===== src/rtl/keypad_scanner.sv =====
// 4x4 matrix keypad scanner: row strobing, column synchronizer, frame-level
// debounce and a single-key press/release state machine.
module keypad_scanner #(
    parameter int SCAN_DIV        = 10000,
    parameter int DEBOUNCE_FRAMES = 3
) (
    input  logic       clk,
    input  logic       rst,
    output logic [3:0] keyboard_row,
    input  logic [3:0] keyboard_col,
    output logic [3:0] key_code,
    output logic       key_valid,
    output logic       key_down,
    output logic       key_multi
);

    localparam int              CW         = (SCAN_DIV > 1) ? $clog2(SCAN_DIV) : 1;
    localparam logic [CW-1:0]   DWELL_LAST = CW'(SCAN_DIV - 1);
    localparam logic [3:0]      DEB_MAX    = 4'(DEBOUNCE_FRAMES);

    localparam logic [1:0]      RES_NONE   = 2'd0;
    localparam logic [1:0]      RES_SINGLE = 2'd1;
    localparam logic [1:0]      RES_MULTI  = 2'd2;

    localparam logic [0:0]      S_IDLE     = 1'b0;
    localparam logic [0:0]      S_DOWN     = 1'b1;

    logic [3:0]    r_col_meta;
    logic [3:0]    r_col_sync;
    logic [CW-1:0] r_dwell;
    logic [1:0]    r_row_idx;
    logic [11:0]   r_snap;
    logic [5:0]    r_prev_res;
    logic [5:0]    r_acc_res;
    logic [3:0]    r_stable_cnt;
    logic [0:0]    r_state;
    logic [3:0]    r_key_code;
    logic          r_key_valid;
    logic          r_key_down;

    logic          w_tick;
    logic          w_frame_end;
    logic [3:0]    w_hits;
    logic [15:0]   w_frame;
    logic [1:0]    w_bits;
    logic [3:0]    w_idx;
    logic [5:0]    w_res;
    logic [3:0]    w_next_cnt;
    logic          w_accept;

    always_ff @(posedge clk) begin
        if (rst) begin
            r_col_meta <= '1;
            r_col_sync <= '1;
        end else begin
            r_col_meta <= keyboard_col;
            r_col_sync <= r_col_meta;
        end
    end

    assign w_tick      = (r_dwell == DWELL_LAST);
    assign w_frame_end = w_tick && (r_row_idx == 2'd3);
    assign w_hits      = ~r_col_sync;

    always_ff @(posedge clk) begin
        if (rst) begin
            r_dwell   <= '0;
            r_row_idx <= '0;
        end else if (w_tick) begin
            r_dwell   <= '0;
            r_row_idx <= r_row_idx + 2'd1;
        end else begin
            r_dwell   <= r_dwell + CW'(1);
        end
    end

    // Row 3 is never stored: it is classified straight from the live sample
    // on the frame-end tick, so rows 0-2 are the only snapshot state.
    always_ff @(posedge clk) begin
        if (rst) begin
            r_snap <= '0;
        end else if (w_tick) begin
            case (r_row_idx)
                2'd0:    r_snap[3:0]  <= w_hits;
                2'd1:    r_snap[7:4]  <= w_hits;
                2'd2:    r_snap[11:8] <= w_hits;
                default: ;
            endcase
        end
    end

    assign w_frame = {w_hits, r_snap};

    always_comb begin
        w_bits = '0;
        w_idx  = '0;
        for (int unsigned i = 0; i < 16; i++) begin
            if (w_frame[i]) begin
                if (w_bits != 2'd2)
                    w_bits = w_bits + 2'd1;
                w_idx = 4'(i);
            end
        end
        case (w_bits)
            2'd0:    w_res = {RES_NONE, 4'd0};
            2'd1:    w_res = {RES_SINGLE, w_idx};
            default: w_res = {RES_MULTI, 4'd0};
        endcase
    end

    always_comb begin
        w_next_cnt = 4'd1;
        if (w_res == r_prev_res)
            w_next_cnt = (r_stable_cnt >= DEB_MAX) ? DEB_MAX : r_stable_cnt + 4'd1;
    end

    assign w_accept = w_frame_end && (w_next_cnt == DEB_MAX);

    always_ff @(posedge clk) begin
        if (rst) begin
            r_prev_res   <= {RES_NONE, 4'd0};
            r_stable_cnt <= '0;
        end else if (w_frame_end) begin
            r_prev_res   <= w_res;
            r_stable_cnt <= w_next_cnt;
        end
    end

    always_ff @(posedge clk) begin
        if (rst) begin
            r_acc_res   <= {RES_NONE, 4'd0};
            r_state     <= S_IDLE;
            r_key_code  <= '0;
            r_key_valid <= 1'b0;
            r_key_down  <= 1'b0;
        end else begin
            r_key_valid <= 1'b0;
            if (w_accept) begin
                r_acc_res <= w_res;
                case (r_state)
                    S_IDLE: begin
                        if (w_res[5:4] == RES_SINGLE) begin
                            r_key_code  <= w_res[3:0];
                            r_key_valid <= 1'b1;
                            r_key_down  <= 1'b1;
                            r_state     <= S_DOWN;
                        end
                    end
                    default: begin
                        if (w_res[5:4] == RES_NONE) begin
                            r_key_down <= 1'b0;
                            r_state    <= S_IDLE;
                        end
                    end
                endcase
            end
        end
    end

    assign keyboard_row = ~(4'b0001 << r_row_idx);
    assign key_code     = r_key_code;
    assign key_valid    = r_key_valid;
    assign key_down     = r_key_down;
    assign key_multi    = (r_acc_res[5:4] == RES_MULTI);

endmodule


===== config.mk =====
export PLATFORM = sky130hd
export DESIGN_NAME = keypad_scanner
export DESIGN_NICKNAME = d
export VERILOG_FILES = /design/src/rtl/keypad_scanner.sv
export SDC_FILE = /design/constraint.sdc
export NUM_CORES = 1
export LEC_CHECK = 0
export ABC_AREA = 1
export CAP_MARGIN = 5
export CORE_MARGIN = 3
export CORE_UTILIZATION = 52
export DETAILED_ROUTE_END_ITERATION = 7
export PLACE_DENSITY = 0.73
export SLEW_MARGIN = 5
export SYNTH_ARGS = -nofsm -noshare
export SYNTH_HDL_FRONTEND = slang
export SYNTH_SLANG_ARGS = --single-unit

===== constraint.sdc =====
create_clock -name clk -period 7.1 [get_ports clk]
set_input_delay 1.065 -clock clk [delete_from_list [all_inputs] [get_ports clk]]
set_output_delay 1.065 -clock clk [all_outputs]
set_load 0.005 [all_outputs]

==> impl_metrics.yaml, run 1 <==
status:
  status: "complete, no violations"
placed_design:
  port-buffer-count: 16
  globalplace.congestion: 0.843
  dp_hpwl_um: 5680
timing:
  finalMaxSlewViolations: 0
  fin_tns_setup_ns: 0
  fin_skew_ns: 0.00642
  fmax_mhz: 175
  setup_viol: 0
  fin_crit_ns: 5.70
  hold_viol: 0
  max_slew.worst_pin.slew_ns: 0.755
  relSlewSlack: 0.496
  rsz0062_at_grt: "no"
  post-route-period-util: 0.803
routing:
  drc: 0
  ant_nets: 0
  drt-total-wl_um: 7260
  dr.pass1.iters: 4
  vias: 3516
  drtIter0Drc: 123
  wl_per_cell_um: 10.5
  avgViaCountPerCell: 5.09
synth:
  ys_seq_area_frac: 0.301
  synth_mux_area_frac: 0
  synth_warnings: 0
  synth_cell_types: 32
  synth_xor_xnor_area_share: 0.0120
  synthTopCellsByArea: "dfxtp_1, nand2_1, nand3_1"
  synth_compound_area_frac: 0.122
  netlist_area_sq_um: 3650
  syn_nets: 604
  synthAdderAreaFrac: 0.0377
  synth_top_area_cell: "dfxtp_1"
  synthSimpleGateAreaFrac: 0.425
  synth-seq-cells: 55
  synth_top_area_frac: 0.301
  syn_avg_cell_area_sq_um: 6.22
  synth_top_family_by_area: "simple AND/OR/NAND/NOR gates"
  synthCells: 587
layout:
  antennaDiodeCount: 0
  area_delta_synth_final_pct: 9.42
  layout_commonest_cell: "nand2_1"
  seq_area_sq_um: 1100
  nets: 614
  multi_input_area_sq_um: 2180
  drive_above_1_share: 0.102
  final_cell_mix: "nand2_1, inv_1, nand3_1, dfxtp_1, nor2_1"
  final_core_util: 0.609
  fillers: 655
grt:
  grt_usage: 0.186
  use_met1: 0.232
  met3_usage: 0.0275
  grt_max_degree: 30
  grtUsageMet2: 0.331
  top_usage_layer: "met2"
  overflow: 0
  grt_pass1_wl_um: 13200
  grt_pass1_vias: 3177
  antenna_found_initial: 0
run:
  cap_violations: 0
power_and_ir_drop:
  p_per_area_nw_per_um2: 149
  p_leak_uw: 0.00192
  irDropWorstVdd_mv: 0.141
  finalPower_uw: 596
cts:
  cts_setup_buffers: 0
  clk_pin_slew_worst_paths_ns: 0.09
  cts-buffers-inserted: 5
  root_buffer: "clkbuf_8"
  cts_hold_buf: 0
  cts_max_path_buffers: 2
  cts_tree: "yes"
  cts.repair.resized: 0
  cts.sink_count: 55
  clk_latency_ns: 0.31
  htreeDepth: 2
worst_setup_path:
  crit_top_cell: "nand2_1"
  critPathKind: "reg -> reg"
  cp_slowest_cell: "dfxtp_1"
  crit_required_ns: 7.30
  start_kind: "register"
  cp.arrival_ns: 5.90
  critPathMaxFanout: 13
  worst_setup_path_end_kind: "register"
  critical-path-max-stage-delay_ns: 0.37
  worstRegToRegCells: 50
min_path:
  min_path_type: "reg -> reg"
  whs_path_depth: 1
floorplanning:
  die_w_um: 89.8
  core-area_sq_um: 6570
  rows: 29
  fp.dieH_um: 89.8
  start_util: 0.556
  dieArea_sq_um: 8070
  io_pins: 17
cells in the mapped netlist (all sizes together):
library cell  count
a21oi            44
a31o              1
a31oi             1
buf               7
clkbuf            6
clkinv            2
dfxtp            55
ha               11
inv              80
nand2           192
nand3            65
nand4            12
nor2             50
nor3              5
nor4              4
o21ai            37
o21bai            1
or2               9
xor2              5
cell type report:
class / instances / share of cell area
clock buffer: 6 / 0.0182
clock inverter: 2 / 0.0150
inverter: 82 / 0.0770
multi-input combinational: 437 / 0.545
sequential: 55 / 0.275
tap: 93 / 0.0291
timing repair buffer: 16 / 0.0401
power by group:
| group | internal, uW | leakage [uW] | switching [uW] |
|---|---|---|---|
| registers | 312 | 0.000445 | 2.37 |
| clock network | 141 | 0.0000654 | 100 |
| logic | 14.1 | 0.00141 | 26.5 |
critical path, delay by kind of cell (launching register included):
| family | cells | cell delay (ns) |
|---|---|---|
| DFF | 1 | 0.37 |
| AOI/OAI and AO/OA | 2 | 0.39 |
| buffers and inverters | 7 | 0.50 |
| adders and majority gates | 2 | 0.58 |
| and+or+nand+nor | 39 | 3.75 |
path summary, 6_finish.rpt:
kind	from	endpoint	slack, ns
setup reg to reg	r_snap[0]$_SDFFE_PP0P_	key_code[0]$_SDFFE_PP0P_	1.40
setup / recovery	r_snap[0]$_SDFFE_PP0P_	key_code[0]$_SDFFE_PP0P_	1.40
hold / removal	r_col_meta[3]$_SDFF_PP1_	r_col_sync[3]$_SDFF_PP1_	0.42
hold reg to reg	r_col_meta[3]$_SDFF_PP1_	r_col_sync[3]$_SDFF_PP1_	0.42
through the flow:
stage          setup slack [ns]  cells  hold WS [ns]  area, sq um
2_1_floorplan              2.13    587         0.389         3650
3_3_place_gp               1.52    683         0.394         3860
3_5_place_dp               1.46    683         0.397         3860
4_1_cts                    1.40    691         0.420         4000
5_1_grt                   0.546    691         0.436         4000
6_report                   1.40    691         0.425         4000
flip-flops by register name, summed over array words and instances (netlist names), named ones only:
name,flops
key_code,4
key_down,1
key_valid,1
r_acc_res,2
r_col_meta,4
r_col_sync,4
r_dwell,14
r_prev_res,6
r_row_idx,2
r_snap,12
r_stable_cnt,4
layer usage:
metal,vias up,part of all wire
li1,1892,-
met5,-,0
met3,9,0.032
met4,0,0.010
met2,59,0.48
met1,1556,0.47
logic make-up after synthesis:
group           after synthesis
simple gates                337
compound gates               84
fa+ha+maj                    11
flops                        55
buf+inv                      95
xor+xnor                      5
No activity file was read; power rests on OpenSTA's default activity.
==> inputs of run 2 (changes only) <==
- clock period: 7.1 -> 5.5 ns (I/O delays scaled with it)
==> run 2 against run 1 <==
- the flow now finishes with violations (setup timing)
- design area grew 15%
- clock power grew 29%
- setup slack got worse by 1.5 ns
- critical endpoint is now key_code[1]$_SDFFE_PP0P_
==> impl_metrics.yaml, run 2 (same netlist as run 1, synthesis figures left out) <==
cts:
  cts-buffers-inserted: 5
  cts_max_path_buffers: 2
  cts_hold_buf: 0
  root_buffer: "clkbuf_8"
  clk_pin_slew_worst_paths_ns: 0.09
  cts_tree: "yes"
  htreeDepth: 2
  clk_latency_ns: 0.31
  cts.sink_count: 55
worst_setup_path:
  ff2ff_setup_slack_ns: -0.07
  crit_cells: 47
  cp_slowest_cell: "dfxtp_4"
  critical-path-max-stage-delay_ns: 0.37
  r2r_start: "r_snap[1]$_SDFFE_PP0P_"
  start_kind: "register"
  worstReg2RegEnd: "key_code[1]$_SDFFE_PP0P_"
  worstRegToRegCells: 47
  path_delay_family: "simple AND/OR/NAND/NOR gates"
  cp.arrival_ns: 5.77
  critPathMaxFanout: 6
  critPathKind: "reg -> reg"
  worst_setup_path_end_kind: "register"
  crit_top_cell: "nand2_2"
  crit_buf_inv: 7
  crit_required_ns: 5.71
timing:
  whs_ns: 0.418
  finalMaxSlewViolations: 0
  fmax_mhz: 180
  setup_viol: 7
  relSlewSlack: 0.473
  fin_skew_ns: 0.00995
  fin_crit_ns: 5.57
  fin_ws_ns: -0.0658
  rsz0062_at_grt: "yes"
  post-route-period-util: 1.01
  hold_viol: 0
  max_slew.worst_pin.slew_ns: 0.789
min_path:
  min_path_type: "reg -> reg"
  whs_path_depth: 1
  holdPathEnd: "r_col_sync[3]$_SDFF_PP1_"
  holdCritStartpoint: "r_col_meta[3]$_SDFF_PP1_"
routing:
  ant_nets: 0
  wl_per_cell_um: 12.3
  drt-total-wl_um: 8800
  dr.pass1.iters: 4
  drc: 0
  vias: 3777
  drtIter0Drc: 145
  avgViaCountPerCell: 5.30
grt:
  grt_usage: 0.193
  overflow: 0
  antenna_found_initial: 0
  grt_pass1_wl_um: 13800
  grt_max_degree: 30
  grt_pass1_vias: 3354
power_and_ir_drop:
  p_per_area_nw_per_um2: 170
  p_leak_uw: 0.00207
  irDropWorstVdd_mv: 0.179
layout:
  largest_register_ff_count: 14
  layout_commonest_cell: "nand2_1"
  top_register: "r_dwell"
  finalInstanceArea_sq_um: 4610
  fillers: 569
  reg.largest.list: "r_dwell: 14 flops, r_snap: 12 flops, r_prev_res: 6 flops"
  fin_cells: 713
  nets: 636
  area_delta_synth_final_pct: 26.2
  antennaDiodeCount: 0
  final_cell_mix: "nand2_1, inv_1, nand2_2"
  drive_above_1_share: 0.289
placed_design:
  dp.cells: 686
  place_ws_ns: -0.137
  dpl_cell_area_sq_um: 3890
  globalplace.congestion: 0.850
  dp_hpwl_um: 5820
  port-buffer-count: 16
floorplanning:
  core-area_sq_um: 6570
  start_util: 0.556
  fp.dieH_um: 89.8
  io_pins: 17
  dieArea_sq_um: 8070
  rows: 29
  die_w_um: 89.8
run:
  cap_violations: 0
status:
  status: "finished with violations"
  violations: "setup timing"
==> run 2: cell count changes in the layout (fill, tap and decap cells not counted), moves of 10 or more <==
cell / before / now
nand2_4: 1 / 13
buf_4: 0 / 20
nand3_2: 10 / 23
nand3_1: 55 / 36
nand2_2: 15 / 54
nand2_1: 176 / 126
inv_1: 71 / 61
==> run 2: how the worst max path moves through the flow <==
stage                           startpoint                       end  slack [ns]
floorplan           r_snap[0]$_SDFFE_PP0P_  key_code[0]$_SDFFE_PP0P_        0.53
global placement    r_snap[0]$_SDFFE_PP0P_  key_code[2]$_SDFFE_PP0P_        0.02
detailed placement  r_snap[0]$_SDFFE_PP0P_  key_code[1]$_SDFFE_PP0P_       -0.14
CTS                 r_snap[1]$_SDFFE_PP0P_  key_code[1]$_SDFFE_PP0P_        0.04
global route        r_snap[1]$_SDFFE_PP0P_  key_code[1]$_SDFFE_PP0P_       -0.46
finish              r_snap[1]$_SDFFE_PP0P_  key_code[1]$_SDFFE_PP0P_       -0.07
==> run 2: metal layers <==
| metal | up-vias | track usage | share of wire |
|---|---|---|---|
| met5 | - | 0 | 0 |
| met4 | 0 | 0.0473 | 0.018 |
| met3 | 17 | 0.0259 | 0.019 |
| met2 | 50 | 0.360 | 0.51 |
| met1 | 1765 | 0.235 | 0.46 |
| li1 | 1945 | - | - |
==> run 2: per-stage QoR <==
step                      total power (uW)  utilization  setup TNS [ns]
after floorplan                        457            -               0
after global placement                 468        0.592               0
after detailed placement               469        0.592          -0.744
after CTS                              778        0.626               0
after global routing                   815        0.702           -4.33
final                                  785        0.702          -0.243
==> run 2: layout make-up <==
type	count	area, sq um	share of cell area
flip-flops and latches	55	1110	0.240
multi-input cells	439	2630	0.570
clock buffers	6	72.6	0.0157
well taps	93	116	0.0252
repair buffers	36	310	0.0673
clock inverters	2	60.1	0.0130
inverters	82	315	0.0684
==> run 2: timing repair <==
item,CTS,global route
resized for setup,11,115
setup endpoints to repair,9,11
setup buffers,5,12
pin swaps,10,59
gates cloned,2,0
==> run 2: where the power goes <==
group | leakage [uW] | switching (uW) | internal [uW]
Clock | 0.0000654 | 128 | 182
Sequential | 0.000447 | 3.02 | 402
Combinational | 0.00156 | 42.2 | 28.0
